===== src/rtl/fifo_stream_reader_pkg.sv =====
// Shared sizing defaults and helpers for the FIFO read-side stream stage.
package fifo_stream_reader_pkg;

   localparam int DW_DEF        = 60;
   localparam int BUF_DEPTH_DEF = 3;
   localparam int FLW_DEF       = 16;
   localparam int BPW           = $clog2(BUF_DEPTH_DEF);
   localparam int BEAT_W        = 32;

   typedef logic [BEAT_W-1:0] beat_cnt_t;

   function automatic int ptr_w(input int depth);
      return (depth > 1) ? $clog2(depth) : 1;
   endfunction

   function automatic int cnt_w(input int depth);
      return $clog2(depth + 1);
   endfunction

endpackage


===== src/rtl/fifo_stream_reader_if.sv =====
// Valid/ready stream carrying one data word plus a frame-last flag.
interface fifo_stream_reader_if
   import fifo_stream_reader_pkg::*;
#(
   parameter int DW = DW_DEF
);

   logic [DW-1:0] data;
   logic          valid;
   logic          ready;
   logic          last;

   modport master (output data, output valid, output last, input ready);
   modport slave  (input data, input valid, input last, output ready);

endinterface


===== src/rtl/fifo_stream_reader_skid_buf.sv =====
// Circular register buffer absorbing words already requested from the FIFO.
module stream_skid_buf
   import fifo_stream_reader_pkg::*;
#(
   parameter  int DW        = DW_DEF,
   parameter  int BUF_DEPTH = BUF_DEPTH_DEF,
   localparam int PW        = ptr_w(BUF_DEPTH),
   localparam int CW        = cnt_w(BUF_DEPTH)
) (
   input  logic          clk,
   input  logic          rst,
   input  logic          push,
   input  logic [DW-1:0] push_data,
   input  logic          pop,
   input  logic          clr,
   output logic [DW-1:0] head_data,
   output logic [CW-1:0] count
);

   logic [DW-1:0] mem [BUF_DEPTH];
   logic [PW-1:0] rd_ptr;
   logic [PW-1:0] wr_ptr;

   // Pointers wrap explicitly so non-power-of-2 depths work.
   function automatic logic [PW-1:0] ptr_inc(input logic [PW-1:0] p);
      return (p == PW'(BUF_DEPTH - 1)) ? '0 : p + PW'(1);
   endfunction

   always_ff @(posedge clk or posedge rst) begin
      if (rst) begin
         rd_ptr <= '0;
         wr_ptr <= '0;
         count  <= '0;
      end else if (clr) begin
         rd_ptr <= '0;
         wr_ptr <= '0;
         count  <= '0;
      end else begin
         if (push) wr_ptr <= ptr_inc(wr_ptr);
         if (pop)  rd_ptr <= ptr_inc(rd_ptr);
         case ({push, pop})
            2'b10:   count <= count + CW'(1);
            2'b01:   count <= count - CW'(1);
            default: count <= count;
         endcase
      end
   end

   // Storage is zeroed on reset so the stream data output starts at 0.
   always_ff @(posedge clk or posedge rst) begin
      if (rst) begin
         for (int i = 0; i < BUF_DEPTH; i++) mem[i] <= '0;
      end else if (push && !clr) begin
         mem[wr_ptr] <= push_data;
      end
   end

   assign head_data = mem[rd_ptr];

endmodule


===== src/rtl/fifo_stream_reader.sv =====
// Drains the 256x60 FIFO into a valid/ready stream with frame-last marking
// and a running count of delivered beats.
module fifo_stream_reader
   import fifo_stream_reader_pkg::*;
#(
   parameter int DW        = DW_DEF,
   parameter int BUF_DEPTH = BUF_DEPTH_DEF,
   parameter int FLW       = FLW_DEF
) (
   input  logic                    clk,
   input  logic                    rst,
   input  logic                    clr,
   input  logic [DW-1:0]           fifo_dout,
   input  logic                    fifo_empty,
   output logic                    fifo_re,
   output logic                    fifo_clr,
   fifo_stream_reader_if.master    m,
   input  logic [FLW-1:0]          cfg_frame_len,
   output beat_cnt_t               beat_count
);

   localparam int CW = cnt_w(BUF_DEPTH);

   logic [CW-1:0]  count;
   logic [CW:0]    occupancy;
   logic           inflight;
   logic           pop;
   logic [FLW-1:0] frame_cnt;

   // Reads are reserved against buffered plus in-flight words, so m.ready never
   // reaches fifo_re and a requested word always has a free slot.
   assign occupancy = {1'b0, count} + (CW+1)'(inflight);
   assign fifo_re   = !fifo_empty && !clr && (occupancy < (CW+1)'(BUF_DEPTH));
   assign fifo_clr  = clr;

   assign m.valid = (count != '0);
   assign pop     = m.valid && m.ready;
   assign m.last  = m.valid && (cfg_frame_len != '0) &&
                    (frame_cnt == cfg_frame_len - FLW'(1));

   stream_skid_buf #(
      .DW        (DW),
      .BUF_DEPTH (BUF_DEPTH)
   ) u_buf (
      .clk       (clk),
      .rst       (rst),
      .push      (inflight),
      .push_data (fifo_dout),
      .pop       (pop),
      .clr       (clr),
      .head_data (m.data),
      .count     (count)
   );

   always_ff @(posedge clk or posedge rst) begin
      if (rst) inflight <= 1'b0;
      else     inflight <= fifo_re;
   end

   always_ff @(posedge clk or posedge rst) begin
      if (rst)      frame_cnt <= '0;
      else if (clr) frame_cnt <= '0;
      else if (pop) frame_cnt <= m.last ? '0 : frame_cnt + FLW'(1);
   end

   // Counts every accepted beat, including one taken in a flush cycle.
   always_ff @(posedge clk or posedge rst) begin
      if (rst)      beat_count <= '0;
      else if (pop) beat_count <= beat_count + BEAT_W'(1);
   end

endmodule


===== src/flat_wrapper.sv =====
// flat-port wrapper written by rule: the top's interface ports become plain ports
module fifo_stream_reader_flat import fifo_stream_reader_pkg::*;
#(
   parameter int DW        = DW_DEF,
   parameter int BUF_DEPTH = BUF_DEPTH_DEF,
   parameter int FLW       = FLW_DEF
)
  (clk, rst, clr, fifo_dout, fifo_empty, fifo_re, fifo_clr, cfg_frame_len, beat_count, m_data, m_valid, m_last, m_ready);
  fifo_stream_reader_if #(.DW(DW)) m_i ();
  input  logic clk;
  input  logic rst;
  input  logic clr;
  input  logic [DW-1:0] fifo_dout;
  input  logic fifo_empty;
  output logic fifo_re;
  output logic fifo_clr;
  input  logic [FLW-1:0] cfg_frame_len;
  output beat_cnt_t beat_count;
  output wire logic [$bits(m_i.data)-1:0] m_data;
  output wire logic [$bits(m_i.valid)-1:0] m_valid;
  output wire logic [$bits(m_i.last)-1:0] m_last;
  input wire logic [$bits(m_i.ready)-1:0] m_ready;
  assign m_data = m_i.data;
  assign m_valid = m_i.valid;
  assign m_last = m_i.last;
  assign m_i.ready = m_ready;
  fifo_stream_reader #(.DW(DW), .BUF_DEPTH(BUF_DEPTH), .FLW(FLW)) u_core (.clk(clk), .rst(rst), .clr(clr), .fifo_dout(fifo_dout), .fifo_empty(fifo_empty), .fifo_re(fifo_re), .fifo_clr(fifo_clr), .m(m_i), .cfg_frame_len(cfg_frame_len), .beat_count(beat_count));
endmodule

===== config.mk =====
export PLATFORM = sky130hd
export DESIGN_NAME = fifo_stream_reader_flat
export DESIGN_NICKNAME = d
export VERILOG_FILES = /design/src/rtl/fifo_stream_reader_pkg.sv /design/src/rtl/fifo_stream_reader_if.sv /design/src/rtl/fifo_stream_reader_skid_buf.sv /design/src/rtl/fifo_stream_reader.sv /design/src/flat_wrapper.sv
export SDC_FILE = /design/constraint.sdc
export NUM_CORES = 1
export LEC_CHECK = 0
export BUFFER_PORTS_ARGS = -buffer_cell sky130_fd_sc_hd__clkbuf_2
export CAP_MARGIN = 20
export CORE_ASPECT_RATIO = 0.8
export CORE_MARGIN = 2
export CORE_UTILIZATION = 25
export CTS_BUF_LIST = sky130_fd_sc_hd__clkbuf_4
export CTS_CLUSTER_SIZE = 20
export DETAILED_ROUTE_END_ITERATION = 8
export GPL_ROUTABILITY_DRIVEN = 0
export SYNTH_ARGS = -nofsm -noshare
export SYNTH_HDL_FRONTEND = slang
export SYNTH_SLANG_ARGS = --single-unit

===== constraint.sdc =====
create_clock -name clk -period 9.23 [get_ports clk]
set_clock_uncertainty 0.05 [all_clocks]
set_input_delay 0.4615 -clock clk [delete_from_list [all_inputs] [get_ports clk]]
set_output_delay 0.4615 -clock clk [all_outputs]
set_load 0.02 [all_outputs]

==> run metrics <==
status=finished, final reports clean; max_cap viols=0; Placeable Area=~44000 sq um; Crit path largest cell delay=a little under 0.9 ns; cell internal pwr=slightly above 2 mW; Die Span Y=193.9 um; worst vdd ir=about 0.00012 V; crit start category=register; FF-to-FF End=u_core.frame_cnt[2]; endpoints failing hold=0; gr usage total=about 13%; combinational power share=21.9%; routed vias=8382; Pleak=around 6.3 nW; Seq/Total Area, Yosys=around 52%; largest net degree at the start of global routing=between 100 and 150; fmax=between 200 and 300 MHz; Register Area=5886 sq um; DP HPWL=roughly 18000 um; Crit path depth=5; Net Switching=0.9224 mW; total gr overflow=0; fin nets=between 1000 and 1500; Fillers=4496; critical path, cell by cell=nor2b_4 -> buf_4 -> nand2_1 -> o21ai_0 -> clkbuf_2; Reg2Reg Setup Slack=around 6.3 ns; WL/cell=between 15 and 20 um; Post-synth EDFFs=0; Die Area=between 40000 and 50000 sq um; final core utilization=~32%; FFs w/ async S/R, synth=100.0%; crit end category=output pin; num rows=between 60 and 70; Syn Nets=between 1000 and 1500; DR pass1 iterations=4; H-tree depth=3; Hold Slack=~0.40 ns; Synth Register Bits=235; first-pass GRT wire length=between 40000 and 50000 um; Critical Path RT=8.72 ns; Cells after DPL=~1700; kind of critical path=reg -> out; number of distinct library cells after synthesis=56; DRT antenna net count=0; Post-CTS Setup Inserts=0; cell area after synthesis=approximately 11000 sq um; worst slew pin tran=1.017 ns; Syn Inst Count=952; number of diodes=0; # IOs=about 180; # DRC=0; Crit path max-delay family=simple AND/OR/NAND/NOR gates; total power draw=2.940 mW; # setup viols final=0; Tmin final=around 3.9 ns; critical path's slowest cell=nor2b_4; CP Max Fanout=31; Critical Path AT=approximately 3.4 ns; crit path from=u_core.u_buf.rd_ptr[1]; worst hold path type=in -> async; FF-to-FF path depth=8; floorplan die width=approximately 240 um; Buf/Inv on CP=2; Pins Over Slew Limit=0; PD cells=206.4 nW/um^2; # port buffers=176; Yosys warning total=0; vias in the first global route=9030; Clock power frac=33.7%; reg2reg start=u_core.frame_cnt[11]; Rel. slew slack=roughly 32%; starting density of the core=between 20% and 30%; Routed WL=about 29000 um; Skew-Pair Late Insertion Delay=around 0.74 ns; worst setup path endpoint=m_data[33]; root buf cell=clkbuf_4; Resized cells post-CTS=0; Vias/cell=about 4.5; area occupied by multi-input gates=around 5100 sq um; cts bufs inserted=68; CTS tree=yes; maximum buffer depth of the clock tree=3; share of cells above drive strength 1=approximately two fifths; clock sink count=235; average size of a mapped cell=11.84 sq um; fin crit share=between 40% and 50%; initial antenna violation count=1; RSZ-0062 raised after global routing=false; ys flop type=dfrtp_1; Worst-path clk slew=about 0.06 ns; Layout area overhead=26.41%; switching share of power=about a third; setup TNS=0 ns; Flop pwr share=44.4%; Layout Cells excl Fill=about 1900; First DRT Iteration DRCs=~400
area by class of cell:
type / instances / area share, %
Clock buffer: 94 / 4.955
Clock inverter: 19 / 0.9751
Inverter: 8 / 0.2636
Multi-Input combinational cell: 651 / 35.89
Sequential cell: 235 / 41.32
Tap cell: 603 / 5.297
Timing Repair Buffer: 252 / 11.30
cell usage after synthesis, drive strengths merged, types with 2 or more instances:
cell	instances	area share, %
a21oi	11	0.49
a22oi	2	0.13
a31oi	4	0.22
and2	3	0.17
and2b	2	0.14
and3	16	0.89
buf	14	0.91
clkbuf	44	1.5
dfrtp	235	52
ha	6	0.67
inv	8	0.27
mux2	181	18
mux2i	61	5.4
nand2	92	3.1
nand2b	8	0.44
nand3	28	1.2
nand3b	9	0.60
nand4	8	0.44
nor2	18	0.60
nor2b	3	0.17
nor3	16	0.71
nor3b	8	0.53
nor4	9	0.50
nor4b	6	0.47
o2111ai	3	0.23
o21a	2	0.13
o21ai	81	4.1
or2b	2	0.13
or3	3	0.22
or4	2	0.17
xnor2	38	3.0
xor2	15	1.2
worst min path at each step:
stage               cells past startpoint                    end                   from
floorplan                               1  u_core.u_buf.mem[120]  u_core.u_buf.mem[120]
global placement                        1  u_core.beat_count[31]  u_core.beat_count[31]
detailed placement                      1  u_core.beat_count[31]  u_core.beat_count[31]
finish                                  3  u_core.u_buf.mem[171]                    rst
CTS                                     2  u_core.u_buf.count[0]                    clr
global route                            2   u_core.frame_cnt[13]                    clr
power groups by stage:
stage	clock network, mW	logic [mW]	registers (mW)
finish	0.990	0.643	1.31
global placement	0	0.616	1.31
global route	1.10	0.707	1.33
floorplan	0	0.425	1.31
CTS	1.04	0.654	1.31
detailed placement	0	0.631	1.33
state kept, by name, summed over array words and instances, names as in the netlist:
name	count
u_core.beat_count	32
u_core.frame_cnt	16
u_core.inflight	1
u_core.u_buf.count	2
u_core.u_buf.mem	180
u_core.u_buf.rd_ptr	2
u_core.u_buf.wr_ptr	2
repair_timing:
item	in CTS	in global routing
endpoints found under the hold margin	308	0
setup endpoints to repair	0	0
hold buffers	63	0
routing by layer:
metal / part of all wire, % / global-route usage [%]
met3: 6.9 / 4.613
met1: 46 / 16.67
met5: 0 / 0
met4: 2.5 / 5.007
met2: 44 / 19.73
through the flow:
stage          worst slack (ns)  cell area, sq um
4_1_cts                   5.141             14240
2_1_floorplan             2.272             11270
6_report                  5.298             14240
3_3_place_gp              5.464             12770
5_1_grt                   5.011             14240
3_5_place_dp              5.417             12770
worst reg2reg max path: stages, from the launching register on:
cell       delay, ns
dfrtp_1         0.47
xnor2_1         0.28
nand2_1         0.07
or3b_2          0.47
o31ai_1         0.09
nand4bb_1       0.12
or4_1           0.86
a22oi_1         0.29
nor2_1          0.06
cell usage in the layout, fill, tap and decap left out, types with 13 or more instances in the layout:
cell type / n
dfrtp_1: 233
mux2_2: 181
clkbuf_2: 176
clkbuf_4: 94
nand2_1: 92
o21ai_0: 67
dlygate4sd3_1: 63
mux2i_1: 61
xnor2_1: 38
nand3_1: 28
nor2_1: 18
and3_1: 16
xor2_1: 15
nor3_1: 15
o21ai_2: 14
buf_4: 13
cell families (layout without fill, tap and decap cells):
logic type	count (synthesis)	after routing	share of synthesized area [%]
buffers and inverters	66	373	2.643
flip-flops	235	235	52.19
AND/OR/NAND/NOR	239	239	10.96
XOR/XNOR	53	53	4.120
multiplexers	242	242	23.51
AO/OA/AOI/OAI	111	111	5.908
adder cells (fa/ha/maj)	6	6	0.6663
Note: power is estimated with default switching activity, not from simulation.
